`src/rtl/grid_cursor.sv`:
```
// Grid selection cursor: steps a (row, col) position from direction buttons with
// press-edge detection, hold-to-repeat and wrap/clamp edges; hands off selections via valid/ready.
module grid_cursor #(
  parameter int ROWS         = 6,
  parameter int COLS         = 6,
  parameter int WRAP         = 1,
  parameter int INIT_ROW     = 0,
  parameter int INIT_COL     = 0,
  parameter int REPEAT_DELAY = 25000000,
  parameter int REPEAT_RATE  = 5000000,
  localparam int RW = (ROWS > 1) ? $clog2(ROWS) : 1,
  localparam int CW = (COLS > 1) ? $clog2(COLS) : 1,
  localparam int N  = ROWS * COLS,
  localparam int IW = (N > 1) ? $clog2(N) : 1
) (
  input  logic          clk,
  input  logic          rst,
  input  logic          up,
  input  logic          down,
  input  logic          left,
  input  logic          right,
  input  logic          sel,
  input  logic          lock,
  output logic [N-1:0]  cur_bus,
  output logic [RW-1:0] cur_row,
  output logic [CW-1:0] cur_col,
  output logic          moved,
  output logic          sel_valid,
  output logic [IW-1:0] sel_idx,
  input  logic          sel_ready
);

  localparam int CNTW = (REPEAT_DELAY > 1) ? $clog2(REPEAT_DELAY + 1) : 1;

  localparam logic [RW-1:0]   ROW_MAX    = RW'(ROWS - 1);
  localparam logic [CW-1:0]   COL_MAX    = CW'(COLS - 1);
  localparam logic [RW-1:0]   ROW_INIT   = RW'(INIT_ROW);
  localparam logic [CW-1:0]   COL_INIT   = CW'(INIT_COL);
  localparam logic [RW-1:0]   ROW_ONE    = RW'(1);
  localparam logic [CW-1:0]   COL_ONE    = CW'(1);
  localparam logic [CNTW-1:0] CNT_ONE    = CNTW'(1);
  // The counter value one cycle before the tick; reloading leaves REPEAT_RATE cycles to the next tick.
  localparam logic [CNTW-1:0] CNT_TOP    = CNTW'((REPEAT_DELAY > 0) ? REPEAT_DELAY - 1 : 0);
  localparam logic [CNTW-1:0] CNT_RELOAD = CNTW'((REPEAT_DELAY > 0) ? REPEAT_DELAY - REPEAT_RATE : 0);

  logic [3:0]      d;
  logic [3:0]      d_prev_reg;
  logic            sel_prev_reg;
  logic [RW-1:0]   row_reg, row_next;
  logic [CW-1:0]   col_reg, col_next;
  logic            moved_reg, moved_next;
  logic            sel_valid_reg, sel_valid_next;
  logic [IW-1:0]   sel_idx_reg, sel_idx_next;
  logic [CNTW-1:0] cnt_reg, cnt_next;
  logic [IW-1:0]   cur_idx;
  logic            new_press, hold_same, rep_tick, step;

  assign d       = {up, down, left, right};
  assign cur_idx = IW'(row_reg) * IW'(COLS) + IW'(col_reg);

  always_comb begin
    new_press      = |(d & ~d_prev_reg);
    hold_same      = (d == d_prev_reg) && (d != 4'b0000) && !lock;
    rep_tick       = 1'b0;
    cnt_next       = '0;
    row_next       = row_reg;
    col_next       = col_reg;
    sel_valid_next = sel_valid_reg;
    sel_idx_next   = sel_idx_reg;

    if (REPEAT_DELAY != 0 && hold_same) begin
      if (cnt_reg == CNT_TOP) begin
        rep_tick = 1'b1;
        cnt_next = CNT_RELOAD;
      end else begin
        cnt_next = cnt_reg + CNT_ONE;
      end
    end

    step = !lock && (new_press || rep_tick);

    if (step) begin
      if (up && !down) begin
        if (row_reg == '0) row_next = (WRAP != 0) ? ROW_MAX : row_reg;
        else               row_next = row_reg - ROW_ONE;
      end else if (down && !up) begin
        if (row_reg == ROW_MAX) row_next = (WRAP != 0) ? '0 : row_reg;
        else                    row_next = row_reg + ROW_ONE;
      end
      if (left && !right) begin
        if (col_reg == '0) col_next = (WRAP != 0) ? COL_MAX : col_reg;
        else               col_next = col_reg - COL_ONE;
      end else if (right && !left) begin
        if (col_reg == COL_MAX) col_next = (WRAP != 0) ? '0 : col_reg;
        else                    col_next = col_reg + COL_ONE;
      end
    end

    moved_next = (row_next != row_reg) || (col_next != col_reg);

    // While an index is pending, the only thing that can happen is its acceptance.
    if (sel_valid_reg) begin
      if (sel_ready) sel_valid_next = 1'b0;
    end else if (sel && !sel_prev_reg && !lock) begin
      sel_valid_next = 1'b1;
      sel_idx_next   = cur_idx;
    end
  end

  always_ff @(posedge clk) begin
    if (rst) begin
      d_prev_reg    <= 4'b0000;
      sel_prev_reg  <= 1'b0;
      row_reg       <= ROW_INIT;
      col_reg       <= COL_INIT;
      moved_reg     <= 1'b0;
      sel_valid_reg <= 1'b0;
      sel_idx_reg   <= '0;
      cnt_reg       <= '0;
    end else begin
      d_prev_reg    <= d;
      sel_prev_reg  <= sel;
      row_reg       <= row_next;
      col_reg       <= col_next;
      moved_reg     <= moved_next;
      sel_valid_reg <= sel_valid_next;
      sel_idx_reg   <= sel_idx_next;
      cnt_reg       <= cnt_next;
    end
  end

  generate
    for (genvar gi = 0; gi < N; gi++) begin : g_bus
      assign cur_bus[gi] = (cur_idx == IW'(gi));
    end
  endgenerate

  assign cur_row   = row_reg;
  assign cur_col   = col_reg;
  assign moved     = moved_reg;
  assign sel_valid = sel_valid_reg;
  assign sel_idx   = sel_idx_reg;

endmodule

```
`config.mk`:
```
export PLATFORM = sky130hd
export DESIGN_NAME = grid_cursor
export DESIGN_NICKNAME = d
export VERILOG_FILES = /design/src/rtl/grid_cursor.sv
export SDC_FILE = /design/constraint.sdc
export NUM_CORES = 1
export LEC_CHECK = 0
export ABC_CLOCK_PERIOD_IN_PS = 3700
export BUFFER_PORTS_ARGS = -buffer_cell sky130_fd_sc_hd__buf_2
export CORE_ASPECT_RATIO = 0.7
export CORE_MARGIN = 2
export CORE_UTILIZATION = 45
export CTS_CLUSTER_DIAMETER = 30
export CTS_CLUSTER_SIZE = 24
export DETAILED_ROUTE_END_ITERATION = 12
export PLACE_DENSITY = 0.77
export SLEW_MARGIN = 10
export SYNTH_ARGS = -nofsm -noshare
export SYNTH_HDL_FRONTEND = slang
export SYNTH_SLANG_ARGS = --single-unit
```
`constraint.sdc`:
```
create_clock -name clk -period 3.7 [get_ports clk]
set_input_delay 0.74 -clock clk [delete_from_list [all_inputs] [get_ports clk]]
set_output_delay 0.74 -clock clk [all_outputs]
set_load 0.02 [all_outputs]
```
==> summary.md <==
| Metric | Value |
|---|---|
| Total DRC errors in the routed layout | 0 |
| Core region area | 5780 um^2 |
| Worst voltage drop across the vdd grid | 168 uV |
| Cell with the biggest individual delay on the critical path | sky130_fd_sc_hd__dfxtp_2 |
| Signal arrival time at the worst endpoint | 2.84 ns |
| Number of warnings reported in the yosys synthesis log | 0 |
| Number of distinct standard cells referenced by the synthesized netlist | 59 |
| Via density per instance | 5.47 |
| Sequential fraction of the synthesis area | 32.4% |
| Drt total wl | 6380 um |
| Leakage power figure | 0.00124 uW |
| Clock tree from TritonCTS | done |
| Transition time at the pin with the least slew margin | 0.814 ns |
| Pin count of the biggest net entering global routing | 20 |
| Vert. Die Dim | 69.0 um |
| Global-route usage over all layers | 19.2% |
| Count of hold-fix buffers inserted at cts | 0 |
| Post-detailed-placement half-perimeter wirelength | 4670 um |
| First-pass GRT wire length | 10600 um |
| Most used flip-flop cell after synthesis | sky130_fd_sc_hd__dfxtp_1 |
| Final Hold Fails | 0 |
| Diodes inserted | 0 |
| Total clock buffers created by CTS | 5 |
| Number of enable-type register cells in the synthesized netlist | 0 |
| Detail Route Antenna Nets | 0 |
| Max reg flops | 25 |
| Starting DRT DRC Count | 148 |
| Final Critical Period | 3.58 ns |
| Multi-input gate area | 1730 um^2 |
| Post-synthesis net count | 352 |
| Post-synth ARST share | 0% |
| Utilization of the core after routing | 55.1% |
| Routed length per placed instance | 14.0 um |
| Startpoint Class | flop |
| Clock skew | 0.00728 ns |
| Last weighted congestion value of the routability-driven placer | 0.821 |
| Vias in the first global route | 2174 |
| Clock transition at the registers of the reported paths | 0.09 ns |
| Number of vias in the routed layout | 2498 |
| Cell-by-cell trace of the critical path | inv_1, ha_4, inv_1, fa_2, nor2b_2, xnor2_2, inv_1, or2_4, nor4_2, buf_2 |
| Library cell used as clock root buffer | sky130_fd_sc_hd__clkbuf_8 |
| Layout overhead on the synthesized area | 17.5% |
| Crit Path Max Fanout | 16 |
| Worst hold path type | reg -> reg |
| Commonest cells after routing, fill and taps aside | sky130_fd_sc_hd__buf_2 (57), sky130_fd_sc_hd__nor2_1 (54), sky130_fd_sc_hd__dfxtp_1 (42) |
| Width of the chip | 96.8 um |
| CP max stage delay | 0.39 ns |
| Setup TNS | 0 ns |
| Filler cells | 532 |
| Clock sinks | 44 |
| Top area cells in the synthesized netlist | sky130_fd_sc_hd__dfxtp_1 (32%), sky130_fd_sc_hd__nor2_1 (7.5%), sky130_fd_sc_hd__xnor2_1 (7.1%) |
| Share of the synthesized area in the top cell type | 32.4% |
| Run status | finished, final reports clean |
| Leading cell type in the layout, fill and taps excluded | sky130_fd_sc_hd__buf_2 |
| Final hold slack | 0.491 ns |
| # rows | 23 |
| Starting utilization of the core area | 46.9% |
| Number of iterations in the first detailed-routing pass | 4 |
| Cell area after synthesis | 2720 um^2 |
| Gate count after technology mapping | 328 |
| Number of H-tree levels | 2 |
| Dpl ws | 0.197 ns |
| Count of buffers added by post-CTS timing repair for setup | 0 |
| Total gr overflow | 0 |
| Number of input and output port buffers inserted | 58 |
| Register cell area after layout | 883 um^2 |
| Die outline area | 6680 um^2 |
| Peak Freq | 0.280 GHz |
| Type of destination of the critical path | primary output |
| Number of top-level pins | 59 |
| Required time of the critical path | 2.96 ns |
| Share of cells above drive strength 1 | 24.9% |
| Area leader, netlist | sky130_fd_sc_hd__dfxtp_1 |
| Clk buf depth | 2 |
| Number of synthesized register bits | 44 |
| Max Transition Viols Final | 0 |
| Library cell appearing most often on the critical path | sky130_fd_sc_hd__inv_1 |
| Slew headroom | 45.2% |
| Number of antenna violations at the first check in global routing | 0 |
| Synth Area per Inst | 8.28 um^2 |
| Final critical-path setup slack | 0.122 ns |
| Worst-Skew Late Latency | 0.30 ns |
| PwrDens | 329 nW/um^2 |
| Share of the clock period used by the worst path | 96.7% |
| Number of nets in the layout | 405 |
| Critical path type | reg -> out |
| Total of max-cap violations | 0 |
| Count of endpoints failing setup in the final report | 0 |
## worst paths after layout
path         startpoint     endpoint  slack (ns)  cells after the start
min reg2reg  sel_idx[1]   sel_idx[1]        0.49                      2
min          sel_idx[1]   sel_idx[1]        0.49                      2
max          cur_row[1]  cur_bus[12]        0.12                     10
max reg2reg  cnt_reg[0]  cnt_reg[19]        1.47                      6
## worst max-delay path, delay by kind of cell (launching register included)
| family | cells | cell delay, ns |
|---|---|---|
| and+or+nand+nor | 3 | 0.79 |
| adders and majority gates | 2 | 0.70 |
| buffers and inverters | 4 | 0.50 |
| DFF | 1 | 0.39 |
| xor gates and xnor gates | 1 | 0.15 |
## what timing repair did
action	CTS	global route
endpoints found under the setup margin	19	32
pin swaps	0	0
resized for setup	2	10
## area by class of cell
type | instances | area share, %
Sequential cell | 44 | 27.7
Tap cell | 75 | 2.94
Inverter | 19 | 2.24
Timing Repair Buffer | 62 | 10.1
Clock buffer | 6 | 2.59
Clock inverter | 2 | 0.314
Multi-Input combinational cell | 249 | 54.1
## metrics by stage
stage	instances	cell area, um^2	total power, uW
detailed placement	449	3040	729
global route	457	3190	1100
floorplan	328	2720	665
CTS	457	3140	1040
global placement	449	3040	725
finish	457	3190	1050
## cell families after synthesis
| group | share of synthesized area [%] |
|---|---|
| muxes | 2.21 |
| buffers and inverters | 5.81 |
| DFF | 32.4 |
| adders and majority gates | 7.47 |
| AOI/OAI and AO/OA | 8.80 |
| xor gates and xnor gates | 9.03 |
| and+or+nand+nor | 34.2 |
## synthesized netlist by cell type (3+ instances only)
library cell,number
sky130_fd_sc_hd__a21oi_1,5
sky130_fd_sc_hd__nand2_1,20
sky130_fd_sc_hd__nor2b_1,10
sky130_fd_sc_hd__ha_1,13
sky130_fd_sc_hd__o21ai_0,7
sky130_fd_sc_hd__dfxtp_1,44
sky130_fd_sc_hd__nand4_1,5
sky130_fd_sc_hd__nand3_1,12
sky130_fd_sc_hd__inv_1,19
sky130_fd_sc_hd__nand2b_1,6
sky130_fd_sc_hd__and4_1,3
sky130_fd_sc_hd__a211oi_1,5
sky130_fd_sc_hd__buf_2,3
sky130_fd_sc_hd__mux2i_1,6
sky130_fd_sc_hd__clkbuf_1,7
sky130_fd_sc_hd__xor2_1,6
sky130_fd_sc_hd__nor4_1,20
sky130_fd_sc_hd__nor2_1,54
sky130_fd_sc_hd__nor2_2,3
sky130_fd_sc_hd__nor3_1,12
sky130_fd_sc_hd__xnor2_1,22
## per-layer routing
metal	vias to the layer above	GRT usage [%]	wire length [um]
li1	1245	-	-
met4	0	3.87	48
met2	71	28.7	2660
met3	6	4.13	359
met5	-	0	0
met1	1176	28.6	3320
## where the power goes
part	leakage (uW)	switching (uW)	internal, uW	total, uW
combinational	0.000832	154	80.2	234
sequential	0.000358	13.0	485	498
clock	0.0000510	168	149	317
Power figures use the tool's default switching activity.
